[src/rtl/life_grid_if.sv]
// Host-side bus of the Game-of-Life sequencer: row load, run control, readback, status.
interface life_grid_if #(
    parameter int W  = 8,
    parameter int AW = 3,
    parameter int GW = 8
);
    logic          load_en;
    logic [AW-1:0] load_addr;
    logic [W-1:0]  load_data;
    logic          start;
    logic [GW-1:0] gens;
    logic [AW-1:0] rd_addr;
    logic [W-1:0]  rd_data;
    logic          busy;
    logic          done;
    logic          stable;
    logic [GW-1:0] gen_count;

    modport master (
        output load_en, load_addr, load_data, start, gens, rd_addr,
        input  rd_data, busy, done, stable, gen_count
    );

    modport slave (
        input  load_en, load_addr, load_data, start, gens, rd_addr,
        output rd_data, busy, done, stable, gen_count
    );
endinterface

[src/rtl/life_grid_ctrl.sv]
// Toroidal Game-of-Life generation sequencer: one row per cycle, double-buffered,
// early stop on a stable board.
module life_cell (
    input  logic [2:0] up,
    input  logic [2:0] mid,
    input  logic [2:0] dn,
    output logic       alive
);
    logic [3:0] cnt;

    // mid[1] is the cell itself and is excluded from the count
    always_comb begin
        cnt = {3'b0, up[0]} + {3'b0, up[1]} + {3'b0, up[2]}
            + {3'b0, mid[0]} + {3'b0, mid[2]}
            + {3'b0, dn[0]} + {3'b0, dn[1]} + {3'b0, dn[2]};
    end

    assign alive = (cnt == 4'd3) | (mid[1] & (cnt == 4'd2));
endmodule

module life_grid_ctrl #(
    parameter int W  = 8,
    parameter int H  = 8,
    parameter int AW = 3,
    parameter int GW = 8
) (
    input logic       clk,
    input logic       rst,
    life_grid_if.slave bus
);
    typedef enum logic [1:0] {IDLE, COMPUTE, SWAP, DONE} state_t;

    localparam logic [AW:0]   H_EXT    = (AW+1)'(H);
    localparam logic [AW-1:0] LAST_ROW = AW'(H - 1);

    state_t                 state, state_next;
    logic [H-1:0][W-1:0]    cur, nxt;
    logic [AW-1:0]          row, row_up, row_dn;
    logic [GW-1:0]          target, gen_count, gen_inc;
    logic                   stable, change;
    logic [W-1:0]           up_row, mid_row, dn_row, new_row, rd_data;

    assign row_up  = (row == '0) ? LAST_ROW : row - AW'(1);
    assign row_dn  = (row == LAST_ROW) ? '0 : row + AW'(1);
    assign up_row  = cur[row_up];
    assign mid_row = cur[row];
    assign dn_row  = cur[row_dn];
    assign gen_inc = gen_count + GW'(1);

    for (genvar c = 0; c < W; c++) begin : g_col
        localparam int CL = (c + W - 1) % W;
        localparam int CR = (c + 1) % W;
        life_cell u_cell (
            .up    ({up_row[CL],  up_row[c],  up_row[CR]}),
            .mid   ({mid_row[CL], mid_row[c], mid_row[CR]}),
            .dn    ({dn_row[CL],  dn_row[c],  dn_row[CR]}),
            .alive (new_row[c])
        );
    end

    always_ff @(posedge clk or posedge rst) begin
        if (rst) state <= IDLE;
        else     state <= state_next;
    end

    always_comb begin
        state_next = state;
        case (state)
            IDLE:    if (bus.start) state_next = (bus.gens == '0) ? DONE : COMPUTE;
            COMPUTE: if (row == LAST_ROW) state_next = SWAP;
            SWAP:    state_next = (!change || gen_inc == target) ? DONE : COMPUTE;
            DONE:    state_next = IDLE;
            default: state_next = IDLE;
        endcase
    end

    always_ff @(posedge clk or posedge rst) begin
        if (rst) begin
            cur       <= '0;
            nxt       <= '0;
            row       <= '0;
            target    <= '0;
            gen_count <= '0;
            stable    <= 1'b0;
            change    <= 1'b0;
            rd_data   <= '0;
        end else begin
            rd_data <= ({1'b0, bus.rd_addr} < H_EXT) ? cur[bus.rd_addr] : '0;
            case (state)
                IDLE: begin
                    if (bus.start) begin
                        target    <= bus.gens;
                        gen_count <= '0;
                        stable    <= 1'b0;
                        change    <= 1'b0;
                        row       <= '0;
                    end else if (bus.load_en && ({1'b0, bus.load_addr} < H_EXT)) begin
                        cur[bus.load_addr] <= bus.load_data;
                    end
                end
                COMPUTE: begin
                    nxt[row] <= new_row;
                    change   <= change | (new_row != mid_row);
                    row      <= row + AW'(1);
                end
                SWAP: begin
                    cur       <= nxt;
                    gen_count <= gen_inc;
                    // an unchanged generation still counts, then the run stops
                    if (!change) begin
                        stable <= 1'b1;
                    end else if (gen_inc != target) begin
                        change <= 1'b0;
                        row    <= '0;
                    end
                end
                default: ;
            endcase
        end
    end

    assign bus.busy      = (state == COMPUTE) || (state == SWAP);
    assign bus.done      = (state == DONE);
    assign bus.stable    = stable;
    assign bus.gen_count = gen_count;
    assign bus.rd_data   = rd_data;
endmodule

[src/flat_wrapper.sv]
// flat-port wrapper written by rule: the top's interface ports become plain ports
module life_grid_ctrl_flat 
#(
    parameter int W  = 8,
    parameter int H  = 8,
    parameter int AW = 3,
    parameter int GW = 8
)
  (clk, rst, bus_load_en, bus_load_addr, bus_load_data, bus_start, bus_gens, bus_rd_addr, bus_rd_data, bus_busy, bus_done, bus_stable, bus_gen_count);
  life_grid_if #(.W(W), .AW(AW), .GW(GW)) bus_i ();
  input logic clk;
  input logic rst;
  input wire logic [$bits(bus_i.load_en)-1:0] bus_load_en;
  input wire logic [$bits(bus_i.load_addr)-1:0] bus_load_addr;
  input wire logic [$bits(bus_i.load_data)-1:0] bus_load_data;
  input wire logic [$bits(bus_i.start)-1:0] bus_start;
  input wire logic [$bits(bus_i.gens)-1:0] bus_gens;
  input wire logic [$bits(bus_i.rd_addr)-1:0] bus_rd_addr;
  output wire logic [$bits(bus_i.rd_data)-1:0] bus_rd_data;
  output wire logic [$bits(bus_i.busy)-1:0] bus_busy;
  output wire logic [$bits(bus_i.done)-1:0] bus_done;
  output wire logic [$bits(bus_i.stable)-1:0] bus_stable;
  output wire logic [$bits(bus_i.gen_count)-1:0] bus_gen_count;
  assign bus_i.load_en = bus_load_en;
  assign bus_i.load_addr = bus_load_addr;
  assign bus_i.load_data = bus_load_data;
  assign bus_i.start = bus_start;
  assign bus_i.gens = bus_gens;
  assign bus_i.rd_addr = bus_rd_addr;
  assign bus_rd_data = bus_i.rd_data;
  assign bus_busy = bus_i.busy;
  assign bus_done = bus_i.done;
  assign bus_stable = bus_i.stable;
  assign bus_gen_count = bus_i.gen_count;
  life_grid_ctrl #(.W(W), .H(H), .AW(AW), .GW(GW)) u_core (.clk(clk), .rst(rst), .bus(bus_i));
endmodule
[config.mk]
export PLATFORM = sky130hd
export DESIGN_NAME = life_grid_ctrl_flat
export DESIGN_NICKNAME = d
export VERILOG_FILES = /design/src/rtl/life_grid_if.sv /design/src/rtl/life_grid_ctrl.sv /design/src/flat_wrapper.sv
export SDC_FILE = /design/constraint.sdc
export NUM_CORES = 1
export LEC_CHECK = 0
export BUFFER_PORTS_ARGS = -buffer_cell sky130_fd_sc_hd__buf_2
export CAP_MARGIN = 40
export CORE_MARGIN = 3
export CORE_UTILIZATION = 29
export DETAILED_ROUTE_END_ITERATION = 16
export SETUP_SLACK_MARGIN = 0.5
export SYNTH_ARGS = -nofsm -noshare
export SYNTH_HDL_FRONTEND = slang
export SYNTH_SLANG_ARGS = --single-unit
[constraint.sdc]
create_clock -name clk -period 10.2 [get_ports clk]
set_clock_uncertainty 0.2 [all_clocks]
set_input_delay 1.53 -clock clk [delete_from_list [all_inputs] [get_ports clk]]
set_output_delay 1.53 -clock clk [all_outputs]
set_load 0.01 [all_outputs]
==> PnR_summary.wiki <==
{| class="wikitable"
! Metric !! Value
|-
| Cell family with the largest share of critical-path delay || adder cells
|-
| Met2 track demand over resource in global routing || a little over a quarter
|-
| Number of global-route vias before repair || 8418
|-
| Maximum number of pins on one net before global-route repair || 83
|-
| Ratio of final minimum period to clock period || 70.4%
|-
| Grt met3 use || under 10%
|-
| Sequential element share of the synthesized area || a little under two fifths
|-
| Weighted congestion at the end of routability-driven global placement || roughly 0.9
|-
| Most repeated library cell on the critical path || fa_1
|-
| Post-Synthesis Cells || roughly 1100
|-
| Worst slew slack as a fraction of its limit || between 30% and 40%
|-
| First-pass iteration count of the detailed router || 5
|-
| Total global-route track usage || between 10% and 20%
|-
| Number of synthesized flops with an enable pin || 0
|-
| Number of cell instances on the worst register-to-register path || 22
|-
| Die outline height || ~200 microns
|-
| Final setup violation count || 0
|-
| Buffers inserted during post-CTS setup optimization || 0
|-
| Setup repair after global routing missed its margin || no
|-
| I/O pin count || 45
|-
| Syn_nets || 1172
|-
| Netlist area before placement || about 11000 sq um
|-
| Per-cell routed wire length || ~21 microns
|-
| Critical Path Slowest Stage Cell || a21oi_1
|-
| Remaining routing DRC violations || 0
|-
| Worst Path Required || 10.33 ns
|-
| Post-synthesis sequential element count || around 160
|-
| Class of the tightest hold or removal check || reg -> reg
|-
| Clock transition at the registers of the reported paths || around 0.07 ns
|-
| Upper clock frequency limit || about 140 MHz
|-
| Post-synth top flop || dfrtp_1
|-
| Startpoint of the worst register-to-register path || u_core.row[0]$_DFFE_PP0P_
|-
| Endpoint of the worst setup timing path || u_core.change$_DFFE_PP0P_
|-
| Largest area contributor in the netlist || dfrtp_1
|-
| Post-Synthesis Mean Instance Area || slightly below 10 sq um
|-
| Largest driver fanout on the critical path || 47
|-
| Leading post-synthesis cells by instance count || 159 x dfrtp_1, 159 x nand2_1, 139 x o21ai_0, 72 x inv_1, 59 x a22oi_1
|-
| Signed area change from the synthesized netlist to the final layout || 12.6%
|-
| Slew @ Worst Pin || 0.907 ns
|-
| Placeable Area || around 36000 sq um
|-
| Source-to-sink clock delay at the later pin of the worst-skew pair || between 0.4 and 0.5 ns
|-
| Data arrival time of the critical path || 7.31 ns
|-
| CP Depth || 22
|-
| Quantity of I/O buffers inserted on ports || between 40 and 50
|-
| Register-to-register setup slack || slightly above 3 ns
|-
| Number of nets in the layout || 1196
|-
| Critical-path cell list || buf_4, inv_2, ha_1, or2b_2, nand2_1, a21oi_1, a222oi_1, mux2i_1, ha_1, inv_1, fa_1, inv_1, fa_1, fa_1, inv_1, fa_1, nor4b_1, a21oi_1, a41oi_1, o221ai_1, o31a_1, a211o_1
|-
| Number of library cell types mapped by synthesis || 66
|-
| Gates resized, CTS repair || 0
|-
| Bufs and invs on worst path || 5
|-
| Violation count after the first detailed-routing iteration || 921
|-
| Top cell type's share of synthesized area || a little under two fifths
|-
| Proportion of register bits with asynchronous set or reset after synthesis || 100%
|-
| Die Wd || between 150 and 200 microns
|-
| Number of buffers inserted during clock tree synthesis || 17
|-
| Number of rows in the core area || ~70
|-
| Post-Route Setup TNS || 0 ns
|-
| Antenna Violating Nets Remaining || 0
|-
| Minimum clock period after layout || 7.18 ns
|-
| Routed Wire Length || between 30000 and 40000 microns
|-
| Final Hold Vio Count || 0
|-
| Area enclosed by the die boundary || 38700 sq um
|-
| Initial antenna violation count || 2
|-
| Critical path's largest stage delay || around 0.66 ns
|-
| Endpoint type of the worst setup path || flop
|-
| Max_cap viols || 0
|-
| H-tree lvl count || 4
|-
| Cell at the root of the clock tree || clkbuf_16
|-
| Wire length of the first global-routing pass || 51000 microns
|-
| Vias per cell || 5.54
|-
| Global Route met1 Usage || between 20% and 30%
|-
| Clk buf depth || 2
|-
| Origin of the worst setup path || u_core.row[0]$_DFFE_PP0P_
|-
| Critical path class || reg -> reg
|-
| Yosys synthesis warning count || 0
|-
| Reg-to-reg critical path endpoint || u_core.change$_DFFE_PP0P_
|-
| Nature of the critical path startpoint || flop
|-
| Number of buffers inserted by hold repair at cts || 0
|-
| Layout cell share with drive strength beyond 1 || between 15 and 20%
|-
| Overflow after GRT || 0
|-
| Status || completed
|-
| TritonCTS clock tree || done
|-
| CTS sink count || 159
|-
| Final max-slew violation count || 0
|-
| Top post-synthesis cells by area || dfrtp_1 38%, mux4_2 8.1%, o21ai_0 6.6%, fa_1 5.9%, nand2_1 5.7%
|-
| Total via count after detailed routing || roughly 8700
|-
| Post-detailed-placement half-perimeter wirelength || 24100 microns
|-
| Layer carrying the most global-route usage || met2
|-
| Effective utilization at floorplan || ~30%
|}
-- cell type report --
cell class	count	area, sq um
antenna	1	2.50
fill	3670	23800
tap	461	577
sequential	159	3980
timing repair buffer	65	402
inverter	73	279
clock inverter	12	159
clock buffer	18	439
multi-input combinational	787	6050
-- registers in the layout, indices dropped and copies added (netlist names) --
name / flops
u_core.cur: 64
u_core.nxt: 64
u_core.bus.gen_count: 8
u_core.bus.rd_data: 8
u_core.target: 8
u_core.row: 3
u_core.state: 2
u_core.bus.stable: 1
u_core.change: 1
-- how the worst min path moves through the flow --
stage                                           from                    endpoint  slack, ns  cells past startpoint
after global routing      u_core.nxt[18]$_DFFE_PP0P_  u_core.nxt[18]$_DFFE_PP0P_       0.30                      2
after global placement    u_core.nxt[55]$_DFFE_PP0P_  u_core.nxt[55]$_DFFE_PP0P_       0.26                      2
final                     u_core.nxt[18]$_DFFE_PP0P_  u_core.nxt[18]$_DFFE_PP0P_       0.28                      2
after detailed placement  u_core.nxt[13]$_DFFE_PP0P_  u_core.nxt[13]$_DFFE_PP0P_       0.27                      2
after CTS                 u_core.nxt[13]$_DFFE_PP0P_  u_core.nxt[13]$_DFFE_PP0P_       0.28                      2
after floorplan           u_core.nxt[55]$_DFFE_PP0P_  u_core.nxt[55]$_DFFE_PP0P_       0.24                      2
-- routing by layer --
layer / routed length [microns] / vias up
met3: 2360 / 58
met1: 14200 / 4365
li1: - / 3957
met4: 1140 / 0
met5: 0 / -
met2: 15300 / 355
-- cell families after synthesis --
family	count (synthesis)	share of synthesized area (%)
AO/OA/AOI/OAI	328	19.1
XOR/XNOR	10	0.829
adder cells (fa/ha/maj)	67	10.1
buffers and inverters	133	5.03
flip-flops	159	37.7
multiplexers	103	15.1
AND/OR/NAND/NOR	279	12.0
-- cells in the final DEF, fill, tap and decap left out, types with 8 or more instances in the layout --
cell       Yosys  routed
a21oi_1       53      53
a222oi_1      10      10
a22oi_1       59      59
buf_2         11      44
buf_4          1      19
clkbuf_16      0      17
dfrtp_1      159     158
fa_1          31      31
ha_1          36      35
inv_1         72      71
mux2_2        29      29
mux2i_1       30      30
mux4_2        38      38
nand2_1      159     159
nand3_1       11      11
nor2_1        34      34
nor2b_1       18      18
nor3_1         9       9
nor3b_1        8       8
o21ai_0      139     138
o21ai_1        9      10
-- metrics by stage --
| step | hold WS, ns | util [%] | setup slack [ns] | instance area, sq um | cells |
|---|---|---|---|---|---|
| after floorplan | 0.245 | - | 3.88 | 10600 | 1079 |
| after global placement | 0.261 | 31.4 | 3.36 | 11200 | 1537 |
| after detailed placement | 0.271 | 31.6 | 3.12 | 11300 | 1545 |
| after CTS | 0.283 | 33.3 | 3.11 | 11900 | 1575 |
| after global routing | 0.304 | 33.3 | 2.54 | 11900 | 1576 |
| final | 0.280 | 33.3 | 3.02 | 11900 | 1576 |
-- tightest hold or removal path: cells and delay by family, from the launching register on --
family           cells  cell delay [ns]
flip-flops           1             0.34
AO/OA/AOI/OAI        1             0.06
AND/OR/NAND/NOR      1             0.05
Power is not shown: default switching activity piles up to over one toggle a cycle in this logic, so the estimate is an artifact.
